[src/rtl/irq_pkg.sv]
// Shared constants and FSM state encoding for the interrupt controller.
package irq_pkg;

  localparam int unsigned N   = 8;
  localparam int unsigned IDW = 3;

  localparam logic [1:0] IDLE    = 2'd0;
  localparam logic [1:0] REQ     = 2'd1;
  localparam logic [1:0] SERVICE = 2'd2;

  function automatic logic [N-1:0] id_onehot(input logic [IDW-1:0] id);
    logic [N-1:0] v;
    v = '0;
    v[id] = 1'b1;
    return v;
  endfunction

endpackage

[src/rtl/pri_encoder.sv]
// 8->3 priority encoder with valid; the highest set index wins.
module pri_encoder (
  input  logic [7:0] in,
  output logic [2:0] out,
  output logic       valid
);

  always_comb begin
    out = 3'd0;
    for (int i = 0; i < 8; i++) begin
      if (in[i]) out = i[2:0];
    end
    valid = |in;
  end

endmodule

[src/rtl/irq_ctrl.sv]
// Interrupt controller: edge-detects raw lines into a pending register, arbitrates the
// unmasked set through pri_encoder and runs a req/ack/eoi handshake with the consumer.
module irq_ctrl
  import irq_pkg::*;
(
  input  logic           clk,
  input  logic           rst_n,
  input  logic [N-1:0]   irq_in,
  input  logic [N-1:0]   mask,
  input  logic           irq_ack,
  input  logic           irq_eoi,
  output logic           irq_req,
  output logic [IDW-1:0] irq_id,
  output logic           busy,
  output logic [N-1:0]   pending
);

  logic [N-1:0]   irq_prev_q;
  logic [N-1:0]   pending_q, pending_d;
  logic [N-1:0]   rise, ack_clr, enc_in;
  logic [1:0]     state_q, state_d;
  logic           req_q, req_d;
  logic           busy_q, busy_d;
  logic [IDW-1:0] id_q, id_d;
  logic [IDW-1:0] enc_out;
  logic           enc_valid;
  logic           ack_accept;

  assign rise       = irq_in & ~irq_prev_q;
  assign ack_accept = (state_q == REQ) && irq_ack;
  assign ack_clr    = ack_accept ? id_onehot(id_q) : '0;
  // A fresh edge on the line being acked wins over the clear so the event is kept.
  assign pending_d  = rise | (pending_q & ~ack_clr);
  assign enc_in     = pending_q & ~mask;

  pri_encoder u_pri_encoder (
    .in    (enc_in),
    .out   (enc_out),
    .valid (enc_valid)
  );

  always_comb begin
    state_d = state_q;
    req_d   = req_q;
    busy_d  = busy_q;
    id_d    = id_q;
    case (state_q)
      IDLE: begin
        if (enc_valid) begin
          id_d    = enc_out;
          req_d   = 1'b1;
          state_d = REQ;
        end
      end
      REQ: begin
        // Ack outranks withdrawal; the id stays frozen until we get back to IDLE.
        if (irq_ack) begin
          req_d   = 1'b0;
          busy_d  = 1'b1;
          state_d = SERVICE;
        end else if (mask[id_q]) begin
          req_d   = 1'b0;
          state_d = IDLE;
        end
      end
      SERVICE: begin
        if (irq_eoi) begin
          busy_d  = 1'b0;
          state_d = IDLE;
        end
      end
      default: begin
        req_d   = 1'b0;
        busy_d  = 1'b0;
        state_d = IDLE;
      end
    endcase
  end

  always_ff @(posedge clk or negedge rst_n) begin
    if (!rst_n) begin
      irq_prev_q <= '0;
      pending_q  <= '0;
      state_q    <= IDLE;
      req_q      <= 1'b0;
      busy_q     <= 1'b0;
      id_q       <= '0;
    end else begin
      irq_prev_q <= irq_in;
      pending_q  <= pending_d;
      state_q    <= state_d;
      req_q      <= req_d;
      busy_q     <= busy_d;
      id_q       <= id_d;
    end
  end

  assign irq_req = req_q;
  assign irq_id  = id_q;
  assign busy    = busy_q;
  assign pending = pending_q;

endmodule

[config.mk]
export PLATFORM = sky130hd
export DESIGN_NAME = irq_ctrl
export DESIGN_NICKNAME = d
export VERILOG_FILES = /design/src/rtl/irq_pkg.sv /design/src/rtl/pri_encoder.sv /design/src/rtl/irq_ctrl.sv
export SDC_FILE = /design/constraint.sdc
export NUM_CORES = 1
export LEC_CHECK = 0
export CORE_UTILIZATION = 46
export DETAILED_ROUTE_END_ITERATION = 7
export PLACE_DENSITY = 0.78
export SYNTH_ARGS = -nofsm -noshare
export SYNTH_HDL_FRONTEND = slang
export SYNTH_SLANG_ARGS = --single-unit
[constraint.sdc]
create_clock -name clk -period 1.8 [get_ports clk]
set_clock_uncertainty 0.05 [all_clocks]
set_input_delay 0.27 -clock clk [delete_from_list [all_inputs] [get_ports clk]]
set_output_delay 0.27 -clock clk [all_outputs]
set_load 0.005 [all_outputs]
==> impl_metrics.env, run 1 <==
export IMPL_max_freq_ghz=0.566
export IMPL_drt_iter0_drc=24
export IMPL_dp_cells=173
export IMPL_route_detailed_drc=0
export IMPL_synth_area_top_cells="dfrtp_1, o21ai_0, a2111oi_4"
export IMPL_ys_seq_elements=23
export IMPL_tightest_slew_ns=0.378
export IMPL_maxCapViolCount=0
export IMPL_powerDensity_nw_per_um2=1300
export IMPL_finalPower_mw=2.04
export IMPL_required_ns=1.95
export IMPL_drive_gt1_frac=0.187
export IMPL_drt_total_wl_um=2500
export IMPL_clock_latency_ns=0.30
export IMPL_detail_route_wl_per_cell_um=14.0
export IMPL_antenna_found_initial=0
export IMPL_path_cells="clkdlybuf4s50_1 > and2b_2 > a2111oi_4 > and4_4 > nand2b_4 > mux2_4"
export IMPL_die_height_um=51.7
export IMPL_finalCriticalPeriod_ns=1.77
export IMPL_die_w_um=51.7
export IMPL_pre_cts_slack_ns=-0.286
export IMPL_slew_headroom=0.748
export IMPL_synth_area_leader_cell="dfrtp_1"
export IMPL_status="finished clean"
export IMPL_setup_violations=0
export IMPL_die_area_um2=2670
export IMPL_num_vias=925
export IMPL_worst_r2r_path_depth=5
export IMPL_start_util=0.499
export IMPL_ys_warnings_count=0
export IMPL_path_clk_slew_ns=0.12
export IMPL_internal_power_mw=1.31
export IMPL_cts_made_buffers=3
export IMPL_num_rows=17
export IMPL_dp_hpwl_um=1970
export IMPL_power_leakage_nw=0.687
export IMPL_globalRouteOverflowTotal=0
export IMPL_gp_congestion=0.889
export IMPL_comb_power_share=0.471
export IMPL_setup_slack_ns=0.0317
export IMPL_drt_antenna_violating_nets=0
export IMPL_io_pin_count=33
export IMPL_netlist_area_um2=1130
export IMPL_syn_num_nets=124
export IMPL_r2r_end="irq_id[0]$_DFFE_PN0P_"
export IMPL_fin_nets=171
export IMPL_finalNonFillerCells=178
export IMPL_postSynthCellCount=104
export IMPL_grt_pass1_vias=913
export IMPL_synth_area_per_cell_um2=10.9
export IMPL_drv_slew=0
export IMPL_synth_top_area_frac=0.507
export IMPL_core_region_area_um2=2280
export IMPL_r2r_slack_ns=0.04
export IMPL_fin_setup_tns_ns=0
export IMPL_cts_tree="built"
export IMPL_hp_class="in -> async"
export IMPL_timing_rr_start="pending[4]$_DFF_PN0_"
export IMPL_critPathKind="in -> reg"
export IMPL_cts_root_buf="clkbuf_4"
export IMPL_cp_start_kind="primary input"
export IMPL_p_switching_uw=739
export IMPL_fin_crit_sh=0.982
export IMPL_cp_slowest_cell="clkdlybuf4s50_1"
export IMPL_finalHoldViolations=0
export IMPL_viasPerCell=5.20
export IMPL_antenna_cells=0
export IMPL_crit_buf_inv=1
export IMPL_grt_max_degree=24
export IMPL_path_delay_family="simple AND/OR/NAND/NOR gates"
export IMPL_grt_pass1_wl_um=4100
export IMPL_arrival_ns=1.91
export IMPL_ctsHoldBuffers=0
export IMPL_grt_usage=0.217
export IMPL_area_growth_pct=39.0
export IMPL_ys_seq_area_frac=0.507
export IMPL_slowest_delay_ns=0.48
export IMPL_end_kind="flip-flop"
export IMPL_p_clk_frac=0.112
export IMPL_cts_sinks=23
export IMPL_rsz0062_at_grt="yes"
export IMPL_seqPwrFrac=0.417
export IMPL_ys_types=31
export IMPL_first_pass_iters=4
export IMPL_critPathMaxFanout=2
export IMPL_cts_htree_levels=1
export IMPL_swShare=0.361
export IMPL_placement_io_buffers=32
export IMPL_clock_path_buffers=2
export IMPL_peakVddDrop_uv=763
## cell families after synthesis
family / after synthesis / synth area share
AOI/OAI and AO/OA: 32 / 0.208
muxes: 4 / 0.0397
buffers and inverters: 16 / 0.0750
DFF: 23 / 0.507
and+or+nand+nor: 29 / 0.170
## cell usage after synthesis
cell,count
clkbuf_8,1
and4_4,1
a2111oi_4,2
o31ai_1,4
a22o_1,1
nor2_8,1
nor2b_2,1
nand2b_1,4
a21boi_0,1
inv_1,13
nand2_1,6
a22o_2,1
nand3_1,1
nand2b_4,1
mux2i_1,3
nand3b_1,1
nor3_1,2
dfrtp_1,23
nor2b_4,1
a21oi_1,3
o211ai_1,1
mux2_4,1
or2_2,1
and2b_2,2
o21ai_1,1
a2bb2oi_1,1
nor2_1,6
o21ai_0,16
o2bb2ai_1,1
buf_6,2
nand4b_1,1
## metal layers
metal  vias up  GRT usage  share of wire
li1        449          -              -
met1       435      0.279           0.44
met2        37      0.364           0.50
met3         4     0.0380          0.042
met4         0     0.0811          0.014
met5         -          0              0
## layout make-up
class,instances,area (um^2)
well taps,28,35.0
inverters,13,48.8
multi-input cells,65,474
flip-flops and latches,23,576
repair buffers,45,418
clock buffers,4,26.3
fillers,178,698
## worst max path at each step
stage,start,end,slack [ns],depth (start not counted)
6_report,mask[1],irq_id[0]$_DFFE_PN0P_,0.03,6
5_1_grt,pending[4]$_DFF_PN0_,irq_id[0]$_DFFE_PN0P_,-0.03,5
4_1_cts,pending[4]$_DFF_PN0_,irq_id[0]$_DFFE_PN0P_,0.04,5
3_5_place_dp,mask[1],irq_id[0]$_DFFE_PN0P_,-0.29,6
3_3_place_gp,mask[1],irq_id[0]$_DFFE_PN0P_,-0.24,6
2_1_floorplan,pending[4]$_DFF_PN0_,irq_id[0]$_DFFE_PN0P_,0.11,5
## flip-flops by register name, indices dropped and copies added, names as in the netlist
name        cells
busy            1
pending         8
irq_id          3
irq_req         1
state_q         2
irq_prev_q      8
## layout by cell type (no fill, tap or decap), drive strengths merged
cell           count
clkdlybuf4s50     32
dfrtp             23
o21ai             17
inv               13
buf               13
nor2               7
nand2              6
nand2b             5
o31ai              4
clkbuf             4
a21oi              3
mux2i              3
and2b              2
a2111oi            2
nor3               2
nor2b              2
a22o               2
nand3b             1
or2                1
nand4b             1
a21boi             1
and4               1
nand3              1
o211ai             1
a2bb2oi            1
o2bb2ai            1
mux2               1
## power by group through the flow
stage	clock [mW]	sequential (mW)	combinational, mW
5_1_grt	0.262	0.879	1.05
6_report	0.228	0.853	0.963
3_5_place_dp	0	0.868	0.934
3_3_place_gp	0	0.861	0.904
2_1_floorplan	0	0.800	0.594
4_1_cts	0.237	0.859	0.939
## per-stage QoR
| step | instance area, um^2 | util | hold WS [ns] |
|---|---|---|---|
| floorplan | 1130 | - | -0.0756 |
| global placement | 1540 | 0.678 | 0.353 |
| detailed placement | 1540 | 0.678 | 0.368 |
| CTS | 1570 | 0.690 | 0.260 |
| global route | 1580 | 0.693 | 0.266 |
| finish | 1580 | 0.693 | 0.250 |
## worst reg2reg max path, stage by stage, from the launching register on
cell and delay [ns]:
dfrtp_1 0.42, nor2b_4 0.15, a2111oi_4 0.36, and4_4 0.27
nand2b_4 0.13, mux2_4 0.29
## timing repair
action,in CTS,in global routing
gates resized for setup,0,0
setup endpoints to repair,0,3
buffers inserted,0,1
Power figures use the tool's default switching activity.
==> run 2: changes to the inputs <==
==> constraint.sdc (replaced) <==
create_clock -name clk -period 1.8 [get_ports clk]
set_clock_uncertainty 0.05 [all_clocks]
set_input_delay 0.27 -clock clk [delete_from_list [all_inputs] [get_ports clk]]
set_output_delay 0.27 -clock clk [all_outputs]
set_load 0.02 [all_outputs]
==> run 2 against run 1 <==
  * First-iteration DRC count down 4.2%
  * Sequential power up 0.9%
  * Setup slack better by 0.00062 ns
  * Power up 5.1%
  * Critical path depth unchanged
  * Sequential share of layout area up 0.20 points
  * Final cell count down 0.56%
  * Via count unchanged
  * Largest cell class unchanged
==> impl_metrics.env, run 2 (synthesis gave the netlist of run 1 again) <==
export IMPL_finish_utilization=0.691
export IMPL_cp_start_kind="primary input"
export IMPL_seqPwrFrac=0.401
export IMPL_ctsHoldBuffers=0
export IMPL_final_common_cell="clkdlybuf4s50_1"
export IMPL_die_area_um2=2670
export IMPL_r2r_slack_ns=0.04
export IMPL_grt_max_degree=24
export IMPL_required_ns=1.95
export IMPL_antenna_found_initial=0
export IMPL_drt_iter0_drc=23
export IMPL_path_clk_slew_ns=0.12
export IMPL_die_height_um=51.7
export IMPL_p_switching_uw=861
export IMPL_die_w_um=51.7
export IMPL_postCtsSetupBuffers=0
export IMPL_p_clk_frac=0.107
export IMPL_slowest_delay_ns=0.48
export IMPL_maxCapViolCount=0
export IMPL_start_util=0.499
export IMPL_swShare=0.401
export IMPL_setup_slack_ns=0.0323
export IMPL_io_pin_count=33
export IMPL_cts_sinks=23
export IMPL_finalHoldViolations=0
export IMPL_pre_cts_slack_ns=-0.286
export IMPL_fin_nets=170
export IMPL_tightest_slew_ns=0.380
export IMPL_grt_pass1_vias=913
export IMPL_clock_path_buffers=2
export IMPL_first_pass_iters=4
export IMPL_cp_slowest_cell="clkdlybuf4s50_1"
export IMPL_viasPerCell=5.23
export IMPL_internal_power_mw=1.29
export IMPL_dp_hpwl_um=1970
export IMPL_rsz0062_at_grt="yes"
export IMPL_num_vias=925
export IMPL_power_leakage_nw=0.689
export IMPL_globalRouteOverflowTotal=0
export IMPL_arrival_ns=1.91
export IMPL_fin_crit_sh=0.982
export IMPL_finalCriticalPeriod_ns=1.77
export IMPL_cts_tree="built"
export IMPL_critPathKind="in -> reg"
export IMPL_drv_slew=0
export IMPL_comb_power_share=0.492
export IMPL_grt_pass1_wl_um=4100
export IMPL_end_kind="flip-flop"
export IMPL_drive_gt1_frac=0.188
export IMPL_drt_antenna_violating_nets=0
export IMPL_powerDensity_nw_per_um2=1370
export IMPL_num_rows=17
export IMPL_critPathMaxFanout=2
export IMPL_grt_usage=0.217
export IMPL_core_region_area_um2=2280
export IMPL_hp_class="in -> async"
export IMPL_cts_htree_levels=1
export IMPL_antenna_cells=0
export IMPL_layout_common_cells="clkdlybuf4s50_1, dfrtp_1, o21ai_0"
export IMPL_setup_violations=0
export IMPL_max_freq_ghz=0.566
export IMPL_route_detailed_drc=0
export IMPL_area_growth_pct=38.6
export IMPL_peakVddDrop_uv=852
export IMPL_whs_ns=0.249
export IMPL_detail_route_wl_per_cell_um=14.1
export IMPL_cts_root_buf="clkbuf_4"
export IMPL_drt_total_wl_um=2500
export IMPL_clock_latency_ns=0.30
export IMPL_slew_headroom=0.746
export IMPL_cts_made_buffers=3
export IMPL_status="finished clean"
export IMPL_path_cells="clkdlybuf4s50_1 > and2b_2 > a2111oi_4 > and4_4 > nand2b_4 > mux2_4"
export IMPL_fill_cells=182
export IMPL_placement_io_buffers=32
export IMPL_gp_congestion=0.889
==> run 2: timing repair <==
| item | in CTS | in global routing |
|---|---|---|
| endpoints found under the hold margin | 0 | 0 |
| endpoints found under the setup margin | 2 | 2 |
| resized for setup | 2 | 1 |
| pin swaps | 0 | 0 |
==> run 2: layout make-up <==
cell class / count / area (um^2) / share of cell area
sequential: 23 / 577 / 0.367
timing repair buffer: 44 / 412 / 0.262
clock buffer: 4 / 26.3 / 0.0167
tap: 28 / 35.0 / 0.0223
inverter: 13 / 48.8 / 0.0310
multi-input combinational: 65 / 474 / 0.302
==> run 2: per-layer routing <==
layer / vias to the layer above / routed length [um] / track usage
li1: 448 / - / -
met1: 437 / 1080 / 0.279
met2: 36 / 1250 / 0.364
met3: 4 / 130 / 0.0380
met4: 0 / 36 / 0.0811
met5: - / 0 / 0
==> run 2: per-stage QoR <==
stage	total power, mW	setup TNS [ns]	std cells	area [um^2]
detailed placement	1.93	-0.542	173	1540
global placement	1.89	-0.394	173	1540
finish	2.15	0	177	1570
CTS	2.16	0	177	1570
global route	2.29	-0.0264	177	1570
floorplan	1.52	0	104	1130
==> run 2: critical path: cells and delay by family <==
kind,cells,cell delay [ns]
mux,1,0.29
simple gates,3,0.64
compound gates,1,0.23
buf+inv,1,0.48
==> run 2: power by group through the flow <==
stage | clock network [mW] | logic, mW | registers, mW
final | 0.230 | 1.06 | 0.861
after global routing | 0.262 | 1.14 | 0.889
after CTS | 0.237 | 1.06 | 0.862
after detailed placement | 0 | 1.06 | 0.868
after global placement | 0 | 1.03 | 0.861
after floorplan | 0 | 0.593 | 0.925
==> run 2: path summary, 6_finish.rpt <==
| path | from | end | depth (start not counted) |
|---|---|---|---|
| worst max-delay path | mask[1] | irq_id[0]$_DFFE_PN0P_ | 6 |
| worst min-delay path | rst_n | pending[4]$_DFF_PN0_ | 2 |
| worst max register to register | pending[4]$_DFF_PN0_ | irq_id[0]$_DFFE_PN0P_ | 5 |
| worst min register to register | irq_prev_q[3]$_DFF_PN0_ | pending[3]$_DFF_PN0_ | 1 |
| max in group asynchronous | rst_n | irq_id[0]$_DFFE_PN0P_ | 2 |
| min in group clk | irq_in[3] | irq_prev_q[3]$_DFF_PN0_ | 1 |
